**config.mk**
```make
export PLATFORM = sky130hd
export DESIGN_NAME = mul_seq_unit
export DESIGN_NICKNAME = d
export VERILOG_FILES = /design/src/rtl/mul_seq_unit.sv
export SDC_FILE = /design/constraint.sdc
export NUM_CORES = 1
export LEC_CHECK = 0
export BUFFER_PORTS_ARGS = -buffer_cell sky130_fd_sc_hd__buf_4
export CORE_ASPECT_RATIO = 1.5
export CORE_MARGIN = 2
export CORE_UTILIZATION = 45
export CTS_CLUSTER_SIZE = 40
export DETAILED_ROUTE_END_ITERATION = 6
export GPL_ROUTABILITY_DRIVEN = 0
export GPL_TIMING_DRIVEN = 0
export PLACE_DENSITY_LB_ADDON = 0.15
export SYNTH_ARGS = -nofsm -noshare
export SYNTH_HDL_FRONTEND = slang
export SYNTH_SLANG_ARGS = --single-unit
```
**constraint.sdc**
```tcl
create_clock -name CLK -period 4.5 [get_ports CLK]
set_clock_uncertainty 0.1 [all_clocks]
set_input_delay 0.225 -clock CLK [delete_from_list [all_inputs] [get_ports CLK]]
set_output_delay 0.225 -clock CLK [all_outputs]
set_load 0.03 [all_outputs]
```
**src/rtl/mul_seq_unit.sv**
```systemverilog
//------------------------------------------------------------------------------
// mul_seq_unit
//
// Iterative shift-add multiplier for the `mul` opcode of the multicycle
// datapath. The control FSM pulses Start from its EX state with the register
// file operands. It holds in EX until Done, then writes ResultLo back through
// the ALUOut path.
//
// Signed operands are converted to magnitudes on capture. The sign of the
// product is kept in a flag and applied once, when the result is loaded.
// The multiplier consumes one bit of the multiplier operand per RUN cycle,
// LSB first.
//
// Optional feature macro: MUL_EARLY_EXIT_EN
//   When defined, RUN ends as soon as the remaining multiplier bits are all
//   zero. The accumulator is then aligned by the outstanding shift count in a
//   single step. The result is identical to the full-length run; only the
//   latency shrinks.
//   When undefined, RUN always lasts WIDTH cycles and no alignment shifter is
//   built.
//
// Parameters:
//   WIDTH     operand width; the product is 2*WIDTH bits
//   CNT_W     iteration counter width, 2**CNT_W must exceed WIDTH
//
// Ports:
//   CLK       in   system clock, rising edge
//   CLR       in   asynchronous active-low reset
//   Start     in   request pulse, honoured only in IDLE or DONE
//   SignedOp  in   1 = two's complement operands, 0 = unsigned
//   SrcA      in   multiplicand (WIDTH)
//   SrcB      in   multiplier   (WIDTH)
//   Busy      out  high while iterating (RUN)
//   Done      out  one-cycle pulse, result valid
//   ResultLo  out  low half of the product (WIDTH)
//   ResultHi  out  high half of the product (WIDTH)
//------------------------------------------------------------------------------
module mul_seq_unit #(
    parameter int WIDTH = 32,
    parameter int CNT_W = 6
) (
    input  logic             CLK,
    input  logic             CLR,
    input  logic             Start,
    input  logic             SignedOp,
    input  logic [WIDTH-1:0] SrcA,
    input  logic [WIDTH-1:0] SrcB,
    output logic             Busy,
    output logic             Done,
    output logic [WIDTH-1:0] ResultLo,
    output logic [WIDTH-1:0] ResultHi
);

    typedef enum logic [1:0] {
        S_IDLE = 2'b00,
        S_RUN  = 2'b01,
        S_DONE = 2'b10
    } state_t;

    // Magnitude of a possibly-signed operand. The most negative value maps
    // onto 2**(WIDTH-1), which still fits the unsigned WIDTH-bit field.
    function automatic logic [WIDTH-1:0] f_magnitude(
        input logic [WIDTH-1:0] v,
        input logic             is_signed
    );
        if (is_signed && v[WIDTH-1])
            return ~v + WIDTH'(1);
        else
            return v;
    endfunction

    // Two's-complement negation of the full product, modulo 2**(2*WIDTH).
    function automatic logic [2*WIDTH-1:0] f_negate_prod(
        input logic [2*WIDTH-1:0] v
    );
        return ~v + (2*WIDTH)'(1);
    endfunction

    state_t               r_state;
    state_t               w_state_nxt;
    logic                 w_load;

    logic [CNT_W-1:0]     r_cnt;
    logic [2*WIDTH-1:0]   r_acc;
    logic [WIDTH-1:0]     r_mcand;
    logic [WIDTH-1:0]     r_mplier;
    logic                 r_neg;
    logic [WIDTH-1:0]     r_res_lo;
    logic [WIDTH-1:0]     r_res_hi;

    logic [WIDTH:0]       w_sum;
    logic [2*WIDTH-1:0]   w_acc_step;
    logic [2*WIDTH-1:0]   w_acc_fin;
    logic [WIDTH-1:0]     w_mplier_step;
    logic                 w_last_iter;
    logic                 w_early;
    logic                 w_run_done;
    logic [2*WIDTH-1:0]   w_result;

    // One shift-add step: add the multiplicand into the upper half, keeping
    // the carry. Then shift {carry, accumulator} right by one.
    assign w_sum         = {1'b0, r_acc[2*WIDTH-1:WIDTH]}
                         + {1'b0, (r_mplier[0] ? r_mcand : {WIDTH{1'b0}})};
    assign w_acc_step    = (2*WIDTH)'({w_sum, r_acc[WIDTH-1:0]} >> 1);
    assign w_mplier_step = r_mplier >> 1;
    assign w_last_iter   = (r_cnt == CNT_W'(1));

`ifdef MUL_EARLY_EXIT_EN
    // Once no set multiplier bits remain, the remaining iterations would only
    // shift. Apply all of them at once. The carry into the top is zero from
    // here on, so a logical right shift is exact.
    assign w_early   = (w_mplier_step == {WIDTH{1'b0}});
    assign w_acc_fin = w_acc_step >> (r_cnt - CNT_W'(1));
`else
    assign w_early   = 1'b0;
    assign w_acc_fin = w_acc_step;
`endif

    assign w_run_done = w_last_iter || w_early;
    assign w_result   = r_neg ? f_negate_prod(w_acc_fin) : w_acc_fin;

    // State register
    always_ff @(posedge CLK or negedge CLR) begin
        if (!CLR)
            r_state <= S_IDLE;
        else
            r_state <= w_state_nxt;
    end

    // Next-state logic. Start is only honoured in IDLE and DONE, so a
    // request arriving during RUN is dropped rather than queued.
    always_comb begin
        w_state_nxt = r_state;
        w_load      = 1'b0;
        case (r_state)
            S_IDLE: begin
                if (Start) begin
                    w_load      = 1'b1;
                    w_state_nxt = S_RUN;
                end
            end
            S_RUN: begin
                if (w_run_done)
                    w_state_nxt = S_DONE;
            end
            S_DONE: begin
                if (Start) begin
                    w_load      = 1'b1;
                    w_state_nxt = S_RUN;
                end else begin
                    w_state_nxt = S_IDLE;
                end
            end
            default: begin
                w_state_nxt = S_IDLE;
            end
        endcase
    end

    // Datapath registers. The whole unit is cleared on reset, so an
    // interrupted operation leaves nothing behind.
    always_ff @(posedge CLK or negedge CLR) begin
        if (!CLR) begin
            r_cnt    <= '0;
            r_acc    <= '0;
            r_mcand  <= '0;
            r_mplier <= '0;
            r_neg    <= 1'b0;
            r_res_lo <= '0;
            r_res_hi <= '0;
        end else if (w_load) begin
            r_mcand  <= f_magnitude(SrcA, SignedOp);
            r_mplier <= f_magnitude(SrcB, SignedOp);
            r_neg    <= SignedOp & (SrcA[WIDTH-1] ^ SrcB[WIDTH-1]);
            r_acc    <= '0;
            r_cnt    <= CNT_W'(WIDTH);
        end else if (r_state == S_RUN) begin
            r_acc    <= w_acc_fin;
            r_mplier <= w_mplier_step;
            r_cnt    <= r_cnt - CNT_W'(1);
            // Results only move on DONE entry. They hold through Start and RUN.
            if (w_run_done) begin
                r_res_hi <= w_result[2*WIDTH-1:WIDTH];
                r_res_lo <= w_result[WIDTH-1:0];
            end
        end
    end

    assign Busy     = (r_state == S_RUN);
    assign Done     = (r_state == S_DONE);
    assign ResultLo = r_res_lo;
    assign ResultHi = r_res_hi;

endmodule

```
; Word-level counts from Yosys, hierarchy flattened
; Index checks and enable logic that the tools add are counted.
[totals]
register_bits = 201
in_bits = 68
output_inout_bits = 66
[op_classes]
n_addsub = 5
n_mux = 16
eq_ne = 5
reduce_logical = 7
bitwise = 6
[op_table]
columns = operator, count
row1 = $mux 64, 3
row2 = $mux 32, 5
row3 = $add 32x1->32 const B, 2
row4 = $add 64x1->64 const B, 1
row5 = $not 32->32, 2
row6 = $not 64->64, 1
row7 = $add 32x32->33, 1
row8 = $mux 6, 2
row9 = $eq 6x1->1 const B, 1
row10 = $pmux 2 s3, 1
row11 = $sub 6x1->6 const B, 1
row12 = $mux 2, 2
row13 = $mux 1, 3
row14 = $reduce_and 3->1, 1
row15 = $eq 2x1->1 const B, 1
row16 = $eq 2x2->1 const B, 1
row17 = $logic_and 1x1->1, 2
row18 = $logic_not 2->1, 1
row19 = $ne 2x1->1 const B, 1
row20 = $ne 2x2->1 const B, 1
row21 = $reduce_and 2->1, 1
row22 = $reduce_bool 2->1, 1
row23 = $reduce_or 2->1, 1
row24 = $and 1x1->1, 1
row25 = other kinds (2), 2

; Logic depth before layout (Yosys ltp)
; Gate-level depths: netlist of the first run.
[depth]
depth_word = 5
depth_mapped = 15
depth_no_buf = 13

; Worst setup path after synthesis of the first run
; Ideal clock, no wire load.
[synth_path]
kind = flip-flop to flip-flop
from = reg r_mplier[0]
to = reg r_res_hi[20] (netlist: ResultHi[20])
synth_period_minus_slack_ns = 4.018
stages_incl_launch_ff = 14
path_slack_ns = 0.482
path_buffers = 1
t_arrival_ns = 3.789
path_cell_list = dfrtp_1 -> clkbuf_1 -> and2_1 -> ha_1 -> a21oi_1 -> o211ai_1 -> and4b_1 -> nor3_1 -> or4b_2 -> or4_4 -> or2_4 -> o31ai_2 -> xor2_1 -> o21ai_1
[synth_via]
elab_chain_len = 5
[synth_lines]
columns = item, line_no
row1 = "start, declared", 86  ; logic [WIDTH-1:0] r_mplier;
row2 = "start signal, assigned", 173  ; r_mplier <= f_magnitude(SrcB, SignedOp);
row3 = "start signal, assigned", 179  ; r_mplier <= w_mplier_step;
row4 = $mux 32 *, 103  ; + {1'b0, (r_mplier[0] ? r_mcand : {WIDTH{1'b0}})};
row5 = $add 32x32->33 *, 103
row6 = $not 64->64, 76  ; return ~v + (2*WIDTH)'(1);
row7 = $add 64x1->64, 76
row8 = $mux 64 *, 120  ; assign w_result = r_neg ? f_negate_prod(w_acc_fin) : w_acc_fin;
row9 = "end signal, assigned", 183  ; r_res_hi <= w_result[2*WIDTH-1:WIDTH];
row10 = "end, declared", 89  ; logic [WIDTH-1:0] r_res_hi;
; Mark *: on every way between the ends. The rest lies on a longest branch, timed or not.
; A chain may end at the register's enable or synchronous reset.

; Worst setup path in the final report of the first run
[layout_path]
from = reg r_mplier[0]
to = reg r_res_hi[27] (netlist: ResultHi[27])
; Same word-level chain as after synthesis.

==> metrics.md, run 1 <==
| Metric | Value |
|---|---|
| Status | `completed` |
| Iter 0 DRT Violations | `approximately 530` |
| Met3 usage | `0.03398` |
| Critical path startpoint category | `flop` |
| CTS tree | `done` |
| Pre-antenna DRT Iters | `5` |
| Post-DP HPWL | `~26 mm` |
| RSZ-0062 raised after global routing | `no` |
| Min Tclk post-route | `around 4300 ps` |
| Crit Path Class | `reg -> reg` |
| PortBufs | `133` |
| Synth Flop Type | `dfrtp_1` |
| Netlist cell types | `77` |
| Type of the worst min-delay path | `in -> reg` |
| First-pass GRT wire length | `54.89 mm` |
| Row cnt | `between 70 and 80` |
| Final hold violation count | `0` |
| VDD IR max | `0.4854 mV` |
| # DRC | `0` |
| Remaining Overflow, GRT | `0` |
| Root Driver | `clkbuf_16` |
| Clk slew on worst S/H paths | `~80 ps` |
| Comb power frac | `0.551` |
| Core area | `around 0.027 mm2` |
| H-tree lvl count | `4` |
| Seq cells post-synth | `200` |
| Die Y | `approximately 210 um` |
| Met2 usage | `0.4378` |
| Fill cells | `2477` |
| Fraction of registers with async set/reset | `1.000` |
| WL final | `approximately 34 mm` |
| Synthesized instance count | `between 1000 and 1500` |
| Initial core utilization | `0.4595` |
| Switching power | `around 4800 uW` |
| Max-Slew Margin vs Limit | `0.4401` |
| CP Data Arrival Time | `between 4000 and 5000 ps` |
| Die area | `0.02850 mm2` |
| Met1 GRT Util | `0.2818` |
| Cell area power density | `between 600 and 700 mW/mm2` |
| Design internal power | `around 5600 uW` |
| Final slew viol count | `0` |
| Final Setup Violations | `0` |
| Syn_nets | `between 1000 and 1500` |
| Leakage | `approximately 0.0066 uW` |
| Later-pin clock latency in the skew report | `roughly 460 ps` |
| Fmax | `232.6 MHz` |
| Setup crit end kind | `flop` |
| Clock share of power | `0.153` |
| Num Clock Sinks | `200` |
| Initial antenna violation count | `0` |
| IO Pins | `134` |
| Slew @ Worst Pin | `833.8 ps` |
| CP Max Fanout | `6` |
| Sequential Power Share | `0.296` |
| Post-synthesis sequential area ratio | `0.4098` |
| Sw Ratio | `0.4643` |
| Max Cap Viol | `0` |
| Netlist Area Pre-Place | `0.01221 mm2` |
| Pwr Total | `between 10000 and 15000 uW` |
| Ant. Diodes | `0` |
| Final period util | `0.9552` |
| Largest net degree at the start of global routing | `approximately 120` |
| Area Overhead vs Synth | `22.93%` |
| Post-route worst setup slack | `201.4 ps` |
| Syn. warnings | `0` |
| Via count | `~11000` |
| Worst hold margin | `approximately 8 ps` |
| Post-place setup slack | `-368.8 ps` |
| Die width | `138.5 um` |
| Drt via density | `5.616` |
| Routed Antenna Nets | `0` |
| Placed Area | `0.01367 mm2` |
| Vias in the first global route | `roughly 11000` |
| Max clock buf depth | `2` |
| Wire length per cell | `17.42 um` |
| Most Crowded Layer GR | `met2` |
| Total CTS buffers | `17` |
| Overall routing resource usage | `0.2382` |
| CP required | `4740 ps` |
| Layout cells sized above 1 | `0.1377` |
| Setup TNS | `0 ps` |
| Nets@finish | `around 1700` |
| Post-synth EDFFs | `0` |
| Mapped Avg Cell Area | `about 9 um2` |
| Final instance area | `about 0.015 mm2` |
## cells in the final DEF (no fill, tap or decap), types with 9 or more instances in the layout
master | synthesis | layout
a21oi_1 | 59 | 57
a22o_1 | 52 | 52
a22oi_1 | 33 | 33
a31oi_1 | 10 | 10
and2_1 | 43 | 43
buf_4 | 1 | 136
clkbuf_1 | 66 | 58
clkbuf_16 | 0 | 17
dfrtp_1 | 200 | 199
dlygate4sd3_1 | 0 | 63
ha_1 | 37 | 36
inv_1 | 17 | 17
nand2_1 | 184 | 184
nand3_1 | 17 | 17
nand4_1 | 9 | 9
nor2_1 | 61 | 61
nor3_1 | 16 | 15
nor4_1 | 14 | 12
o21ai_0 | 190 | 185
o21ai_1 | 4 | 9
o31ai_1 | 25 | 25
o41ai_1 | 21 | 20
or3_1 | 14 | 14
xnor2_1 | 50 | 50
xor2_1 | 91 | 91
## flip-flops by register name, summed over array words and instances, names as in the netlist
register  cells
r_mplier     32
ResultHi     32
ResultLo     32
r_neg         1
r_state       2
r_mcand      32
r_cnt         6
r_acc        63
## layout make-up
type | instances | area (um2) | share of cell area
multi-input combinational | 1064 | 6887 | 0.4587
clock inverter | 15 | 186.4 | 0.01242
timing repair buffer | 200 | 1687 | 0.1123
buffer | 76 | 332.8 | 0.02217
inverter | 18 | 67.56 | 0.004500
tap | 337 | 421.7 | 0.02809
sequential | 200 | 5006 | 0.3334
clock buffer | 17 | 425.4 | 0.02834
## cells by family (layout without fill, tap and decap cells)
group | count (synthesis) | after routing | synth area share
AOI/OAI and AO/OA | 457 | 457 | 0.2401
and+or+nand+nor | 421 | 421 | 0.1705
DFF | 200 | 200 | 0.4098
xor gates and xnor gates | 141 | 141 | 0.1011
buffers and inverters | 97 | 326 | 0.03299
adders and majority gates | 38 | 38 | 0.03954
muxes | 7 | 7 | 0.005942
## power groups by stage
stage               combinational (uW)  clock, uW  sequential [uW]
detailed placement                5570          0             3120
global route                      6370       1700             3190
finish                            5750       1600             3090
CTS                               5690       1630             3090
floorplan                         3580          0             3400
global placement                  5490          0             3090
## layer usage
layer  share of wire  vias to the layer above
met5               0                        -
met4           0.025                        0
met3           0.037                       52
met2            0.52                      230
met1            0.42                     5170
li1                -                     5370
## metrics by stage
step	cells	util
2_1_floorplan	1361	-
3_5_place_dp	1832	0.5142
5_1_grt	1927	0.5648
6_report	1927	0.5648
4_1_cts	1928	0.5622
3_3_place_gp	1831	0.5129
## Yosys cell counts (3+ instances only)
| cell type | number | area, um2 |
|---|---|---|
| buf_1 | 8 | 30.03 |
| mux2i_1 | 5 | 50.05 |
| nand4b_1 | 3 | 26.28 |
| nor2_1 | 61 | 229.0 |
| xor2_1 | 91 | 797.0 |
| o21ai_0 | 190 | 950.9 |
| a21oi_1 | 59 | 295.3 |
| xnor2_1 | 50 | 437.9 |
| dfrtp_1 | 200 | 5005 |
| a22o_1 | 52 | 455.4 |
| nand2_1 | 184 | 690.7 |
| o21bai_1 | 6 | 45.04 |
| and2_1 | 43 | 269.0 |
| o21a_1 | 5 | 37.54 |
| o31ai_1 | 25 | 187.7 |
| and4_1 | 6 | 52.55 |
| nand3_1 | 17 | 85.08 |
| a22oi_1 | 33 | 247.7 |
| nor2b_1 | 5 | 31.28 |
| a211oi_1 | 5 | 37.54 |
| or4_1 | 8 | 60.06 |
| nand4_1 | 9 | 56.30 |
| o21ai_1 | 4 | 20.02 |
| nand3b_1 | 3 | 22.52 |
| a31oi_1 | 10 | 62.56 |
| nor4_1 | 14 | 87.58 |
| and3_1 | 8 | 50.05 |
| or3_1 | 14 | 87.58 |
| o41ai_1 | 21 | 183.9 |
| or4_4 | 5 | 56.30 |
| or2_2 | 5 | 31.28 |
| nand2b_1 | 8 | 50.05 |
| o31ai_2 | 3 | 37.54 |
| o211ai_1 | 8 | 60.06 |
| nor3_1 | 16 | 80.08 |
| clkbuf_1 | 66 | 247.7 |
| a21o_1 | 8 | 60.06 |
| inv_1 | 17 | 63.81 |
| a211o_1 | 3 | 26.28 |
| ha_1 | 37 | 462.9 |
## path summary, 6_finish.rpt
path                             start           end  slack (ps)  cells past startpoint
setup / recovery           r_mplier[0]  ResultHi[27]         200                     14
hold / removal                SrcA[16]   r_mcand[16]           8                      3
setup reg to reg           r_mplier[0]  ResultHi[27]         200                     14
hold reg to reg            ResultLo[9]   ResultLo[9]         380                      2
max in group asynchronous          CLR      r_acc[4]        3060                      3
min in group asynchronous          CLR    r_mcand[4]         220                      2
## timing repair
item / 4_1_cts / 5_1_grt
gates cloned: 0 / 0
endpoints found under the setup margin: 10 / 14
resized for setup: 8 / 24
hold endpoints to repair: 141 / 0
setup buffers: 1 / 2
hold buffers: 63 / 0
pin swaps: 1 / 1
## critical path, stage by stage (launching register included)
cell and delay (ps):
dfrtp_2 460, and2_1 210, ha_1 240, fa_1 420, a21oi_2 200, o211ai_1 220, buf_4 220, and3_1 220
o41a_1 390, a21oi_1 200, nand4b_1 200, nand2b_1 260, o41ai_1 570, xnor2_1 180, o21ai_0 90
Note: power is estimated with default switching activity, not from simulation.
==> inputs of run 2 (changes only) <==
--- a/config.mk
+++ b/config.mk
@@ -5,6 +5,7 @@
 export SDC_FILE = /design/constraint.sdc
 export NUM_CORES = 1
 export LEC_CHECK = 0
+export ABC_AREA = 1
 export BUFFER_PORTS_ARGS = -buffer_cell sky130_fd_sc_hd__buf_4
 export CORE_ASPECT_RATIO = 1.5
 export CORE_MARGIN = 2
==> metrics.md, run 2 <==
| Metric | Value |
|---|---|
| Remaining Overflow, GRT | `0 (unchanged)` |
| Postcts setup bufs | `0 (-1)` |
| Max clock buf depth | `2 (unchanged)` |
| Leakage | `0.008328 uW (+27%)` |
| Critical Path Sink | `ResultHi[26]` |
| Syn_nets | `2079 (+42%)` |
| Die width | `145.9 um (+5.3%)` |
| Later-pin clock latency in the skew report | `470 ps (about the same)` |
| Max Cap Viol | `0 (unchanged)` |
| Most flops, register | `r_acc` |
| Synthesized instance count | `1973 (+45%)` |
| Critical Path Start | `r_mplier[0]` |
| Area Overhead vs Synth | `18.24%` |
| Post-CTS Hold Buffers | `37 (-41%)` |
| Core area | `0.02958 mm2 (+11%)` |
| Most common cell in the synthesized netlist | `nand2_1` |
| Wire length per cell | `15.22 um (-13%)` |
| Mapped Avg Cell Area | `6.888 um2 (-23%)` |
| Vias in the first global route | `12920 (+19%)` |
| Crit Path Class | `reg -> reg` |
| CTS tree | `done` |
| Post-synth EDFFs | `0 (unchanged)` |
| Capture point of the worst reg-to-reg path | `ResultHi[26]` |
| Clk slew on worst S/H paths | `90 ps (about the same)` |
| # DRC | `0 (unchanged)` |
| Initial core utilization | `0.4595 (about the same)` |
| RSZ-0062 raised after global routing | `no` |
| Fraction of registers with async set/reset | `1.000 (unchanged)` |
| Synth Flop Type | `dfrtp_1` |
| Worst path slowest cell | `xnor2_1` |
| Setup TNS | `0 ps (unchanged)` |
| Most used cell, CP | `nand2_1` |
| Final period util | `0.8233 (-0.1320)` |
| First-pass GRT wire length | `63.54 mm (+16%)` |
| H-tree lvl count | `4 (unchanged)` |
| Synth area leader | `dfrtp_1` |
| Final Setup Violations | `0 (unchanged)` |
| Crit-path cells | `clkbuf_1, clkbuf_1, nand2_1, inv_1, fa_1, xnor2_1, nand2_1, nor3_1, nand4_1, nor2_1, nand2_1, nand2_2, nand2_2, nor2_2, nand3_1, nand3_1, nand2_1` |
| Resize count post-CTS | `0 (-8)` |
| Worst reg-to-reg path cell count | `17 (+3)` |
| WL final | `39.13 mm (+17%)` |
| Post-DP HPWL | `30.98 mm (+21%)` |
| Status | `completed` |
| Slew @ Worst Pin | `879.8 ps (+45.95 ps)` |
| IO Pins | `134 (unchanged)` |
| Via count | `13240 (+22%)` |
| Nets@finish | `2269 (+35%)` |
| Overall routing resource usage | `0.2504 (+0.01214)` |
| Netlist cell types | `50 (-35%)` |
| Max-Slew Margin vs Limit | `0.4135 (-0.02664)` |
| CP Max Fanout | `10 (+4)` |
| Critical path startpoint category | `flop` |
| R2r setup slk | `800 ps (+590 ps)` |
| Post-synthesis sequential area ratio | `0.3683 (-0.04154)` |
| Ranking of synthesized cells by area | `dfrtp_1 (37%), nand2_1 (17%), inv_1 (7.6%), o21ai_0 (4.7%), nand3_1 (4.3%)` |
| Root Driver | `clkbuf_16` |
| Num Clock Sinks | `200 (unchanged)` |
| Top cell type's share of synthesized area | `0.3683 (-0.04154)` |
| Type of the worst min-delay path | `in -> reg` |
| Placed Area | `0.01512 mm2 (+11%)` |
| Ant. Diodes | `0 (unchanged)` |
| Fmax | `269.9 MHz (+16%)` |
| Worst reg2reg path startpoint | `r_mplier[0]` |
| Setup crit end kind | `flop` |
| Largest net degree at the start of global routing | `124 (+1.6%)` |
| Seq cells post-synth | `200 (unchanged)` |
| Initial antenna violation count | `0 (unchanged)` |
| PortBufs | `133 (unchanged)` |
| Final instance area | `0.01607 mm2 (+7.0%)` |
| Row cnt | `77 (+5.5%)` |
| Final hold violation count | `0 (unchanged)` |
| CP required | `4760 ps (+20 ps)` |
| Commonest non-fill, non-tap cell in the layout | `nand2_1` |
| CP Data Arrival Time | `3960 ps (-580 ps)` |
| Synth cell count leaders | `nand2_1 (627), inv_1 (275), dfrtp_1 (200)` |
| Netlist Area Pre-Place | `0.01359 mm2 (+11%)` |
| Final slew viol count | `0 (unchanged)` |
| Commonest cells after routing, fill and taps aside | `nand2_1 (627), inv_1 (275), dfrtp_1 (200)` |
| Drt via density | `5.151 (-8.3%)` |
| Worst hold margin | `6.381 ps (-1.864 ps)` |
| Iter 0 DRT Violations | `699 (+31%)` |
| VDD IR max | `0.3576 mV (-26%)` |
| Cell area power density | `726.6 mW/mm2 (+4.5%)` |
| Pre-antenna DRT Iters | `5 (unchanged)` |
| Layout cells sized above 1 | `0.1195 (-0.01820)` |
| Pwr Total | `11680 uW (+12%)` |
| Syn. warnings | `0 (unchanged)` |
| Die Y | `216.8 um (+5.4%)` |
| Number of flip-flops in the largest register | `63 (unchanged)` |
| Total CTS buffers | `17 (unchanged)` |
| Min Tclk post-route | `3705 ps (-593.9 ps)` |
| Routed Antenna Nets | `0 (unchanged)` |
| Die area | `0.03164 mm2 (+11%)` |
| Max incr delay on CP | `500 ps (-70 ps)` |
-- run 2: worst min path at each step --
stage	startpoint	to	slack (ps)	depth (start not counted)
after floorplan	CLR	ResultHi[0]	-170	0
after global placement	r_mcand[28]	r_mcand[28]	370	2
after detailed placement	CLR	ResultHi[23]	130	1
after CTS	SrcB[6]	r_mplier[6]	3	5
final	SrcB[15]	r_mplier[15]	6	3
after global routing	SrcB[15]	r_mplier[15]	20	3
-- run 2: per-layer routing --
metal | share of wire | wire length (um) | up-vias | global-route usage
met5 | 0 | 0 | - | 0
met4 | 0.037 | 1465 | 0 | 0.1134
met3 | 0.040 | 1555 | 88 | 0.03585
met2 | 0.50 | 19710 | 335 | 0.4533
met1 | 0.42 | 16390 | 6120 | 0.2923
li1 | - | - | 6695 | -
-- run 2: critical path: cells and delay by family, from the launching register on --
| kind | cells | cell delay [ps] |
|---|---|---|
| XOR/XNOR | 1 | 500 |
| flip-flops | 1 | 370 |
| buffers and inverters | 3 | 530 |
| AND/OR/NAND/NOR | 12 | 1630 |
| adder cells (fa/ha/maj) | 1 | 480 |
-- run 2: area by class of cell --
class / instances / area (um2)
Timing Repair Buffer: 171 / 1404
Fill cell: 2973 / 13510
Multi-Input combinational cell: 1426 / 7266
Buffer: 64 / 257.7
Tap cell: 395 / 494.2
Clock inverter: 14 / 155.1
Sequential cell: 200 / 5005
Inverter: 283 / 1062
Clock buffer: 17 / 425.4
-- run 2: power breakdown --
part / total (uW) / internal (uW) / switching (uW)
clock network: 1520 / 738 / 785
registers: 3000 / 2560 / 445
logic: 7150 / 2350 / 4800
total: 11700 / 5650 / 6030
-- run 2: kinds of logic (layout without fill, tap and decap cells) --
group / Yosys count / in the layout / share of synthesized area
xor gates and xnor gates: 77 / 77 / 0.05100
buffers and inverters: 347 / 549 / 0.09713
DFF: 200 / 200 / 0.3683
adders and majority gates: 38 / 38 / 0.03554
AOI/OAI and AO/OA: 273 / 273 / 0.1173
and+or+nand+nor: 1038 / 1038 / 0.3308
-- run 2: metrics by stage --
stage	instances	utilization	setup slack, ps
after detailed placement	2502	0.5111	842.4
after global placement	2501	0.5100	880.4
final	2570	0.5433	795.4
after global routing	2570	0.5433	491.4
after CTS	2570	0.5433	815.6
after floorplan	1973	-	1714
==> inputs of run 3 (changes only) <==
==> constraint.sdc (replaced) <==
create_clock -name CLK -period 3.7 [get_ports CLK]
set_clock_uncertainty 0.1 [all_clocks]
set_input_delay 0.185 -clock CLK [delete_from_list [all_inputs] [get_ports CLK]]
set_output_delay 0.185 -clock CLK [all_outputs]
set_load 0.03 [all_outputs]
==> metrics.md, run 3 (synthesis gave the netlist of run 2 again) <==
| Metric | Value |
|---|---|
| Status | `completed` |
| Nets@finish | `2282 (+0.57%)` |
| Die area | `0.03164 mm2 (unchanged)` |
| Critical Path Start | `r_mplier[0]` |
| Final hold violation count | `0 (unchanged)` |
| Number of flip-flops in the largest register | `63 (unchanged)` |
| R2r setup slk | `310 ps (-480 ps)` |
| CP top delay family | `simple AND/OR/NAND/NOR gates` |
| Setup TNS | `0 ps (unchanged)` |
| Die width | `145.9 um (unchanged)` |
| Final Setup Violations | `0 (unchanged)` |
| Most flops, register | `r_acc` |
| Post-route worst setup slack | `312.0 ps (-483.3 ps)` |
| Max-Slew Margin vs Limit | `0.4145 (+0.001031)` |
| IO Pins | `134 (unchanged)` |
| Final slew viol count | `0 (unchanged)` |
| Cell area power density | `878.0 mW/mm2 (+21%)` |
| Routed Antenna Nets | `0 (unchanged)` |
| RSZ-0062 raised after global routing | `no` |
| Postcts setup bufs | `0 (unchanged)` |
| Clk slew on worst S/H paths | `80 ps (about the same)` |
| Row cnt | `77 (unchanged)` |
| Area Overhead vs Synth | `19.42%` |
| Remaining Overflow, GRT | `0 (unchanged)` |
| Number of cells on the worst hold path | `4 (+1)` |
| CP Buf/Inv Count | `2 (-1)` |
| Later-pin clock latency in the skew report | `470 ps (about the same)` |
| Vias in the first global route | `12970 (+0.43%)` |
| Fmax | `295.2 MHz (+9.3%)` |
| Worst reg-to-reg path cell count | `20 (+3)` |
| Post-DP HPWL | `30.98 mm (unchanged)` |
| Post-place setup slack | `42.43 ps (-800.0 ps)` |
| Largest net degree at the start of global routing | `124 (unchanged)` |
| Overall routing resource usage | `0.2509 (+0.0005838)` |
| Num Clock Sinks | `200 (unchanged)` |
| Critical path startpoint category | `flop` |
| Wire length per cell | `15.24 um (about the same)` |
| Commonest non-fill, non-tap cell in the layout | `nand2_1` |
| Worst path slowest cell | `dfrtp_1` |
| Core area | `0.02958 mm2 (unchanged)` |
| Die Y | `216.8 um (unchanged)` |
| Max clock buf depth | `2 (unchanged)` |
| Slew @ Worst Pin | `878.2 ps (-1.546 ps)` |
| PortBufs | `133 (unchanged)` |
| CP required | `3960 ps (-800 ps)` |
| WL final | `39.36 mm (+0.60%)` |
| Initial antenna violation count | `0 (unchanged)` |
| Layout cells sized above 1 | `0.1229 (+0.003403)` |
| Initial core utilization | `0.4595 (unchanged)` |
| Crit-path cells | `clkbuf_2, nand2_1, inv_1, fa_2, nand2_1, nand2_1, nand3_1, nand2_1, nand2_1, nand2_1, nor2_2, nand2_1, nor2_1, nand2_1, nand2_2, nand2_2, nor2_2, nand3_1, nand3_1, nand2_1` |
| Total CTS buffers | `17 (unchanged)` |
| Most used cell, CP | `nand2_1` |
| Max incr delay on CP | `480 ps (-20 ps)` |
| Leakage | `0.008395 uW (+0.80%)` |
| Capture point of the worst reg-to-reg path | `ResultHi[26]` |
| Crit Path Class | `reg -> reg` |
| CP Data Arrival Time | `3650 ps (-310 ps)` |
| Critical Path Sink | `ResultHi[26]` |
| Worst reg2reg path startpoint | `r_mplier[0]` |
| First-pass GRT wire length | `63.74 mm (+0.33%)` |
| Pre-antenna DRT Iters | `6 (+1)` |
| Setup crit end kind | `flop` |
| Drt via density | `5.142 (-0.17%)` |
| Min Tclk post-route | `3388 ps (-316.7 ps)` |
| VDD IR max | `0.4371 mV (+22%)` |
| Commonest cells after routing, fill and taps aside | `nand2_1 (627), inv_1 (275), dfrtp_1 (200)` |
| Type of the worst min-delay path | `in -> reg` |
| H-tree lvl count | `4 (unchanged)` |
| Ant. Diodes | `0 (unchanged)` |
| Max Cap Viol | `0 (unchanged)` |
| Via count | `13280 (+0.34%)` |
| CP Max Fanout | `10 (unchanged)` |
| Root Driver | `clkbuf_16` |
| Critical path depth | `20 (+3)` |
| Iter 0 DRT Violations | `793 (+13%)` |
| CTS tree | `done` |
| # DRC | `0 (unchanged)` |
| Final period util | `0.9157 (+0.09241)` |
## run 3: per-layer routing
metal | track usage | routed length (um)
met5 | 0 | 0
met4 | 0.1131 | 1445
met3 | 0.03564 | 1621
met2 | 0.4549 | 19830
met1 | 0.2930 | 16460
## run 3: how the worst min path moves through the flow
stage               slack, ps            to         from
finish                     10    r_mcand[2]      SrcA[2]
global route               30    r_mcand[6]      SrcA[6]
CTS                         3    r_mcand[2]      SrcA[2]
detailed placement         90  ResultHi[23]          CLR
global placement          370   r_mcand[28]  r_mcand[28]
floorplan                -210   ResultHi[0]          CLR
## run 3: where the power goes
| group | switching (uW) | internal, uW |
|---|---|---|
| sequential | 554 | 3110 |
| combinational | 5840 | 2890 |
| clock | 953 | 897 |
| total | 7350 | 6900 |
## run 3: what timing repair did
item                                   CTS  global route
hold buffers                            51             0
gates resized for setup                  0            12
setup endpoints to repair                0            18
endpoints found under the hold margin  127             0
## run 3: cell type report
cell class                      instances  area (um2)
Clock inverter                         14       155.1
Multi-Input combinational cell       1426        7286
Sequential cell                       200        5005
Inverter                              283        1062
Fill cell                            2960       13350
Tap cell                              395       494.2
Buffer                                 63       257.7
Timing Repair Buffer                  185        1544
Clock buffer                           17       425.4
## run 3: metrics by stage
step	power [uW]	area [um2]	hold WS, ps	util	std cells
floorplan	9785	13590	-210.6	-	1973
global placement	12110	15080	366.1	0.5100	2501
detailed placement	12280	15120	88.80	0.5111	2502
CTS	14200	16210	3.273	0.5480	2584
global route	15540	16230	25.76	0.5487	2583
finish	14250	16230	9.637	0.5487	2583
## run 3: tightest hold or removal path, stage by stage
cell and delay, ps:
buf_4 80, inv_1 50, xor2_1 140, o21ai_0 90
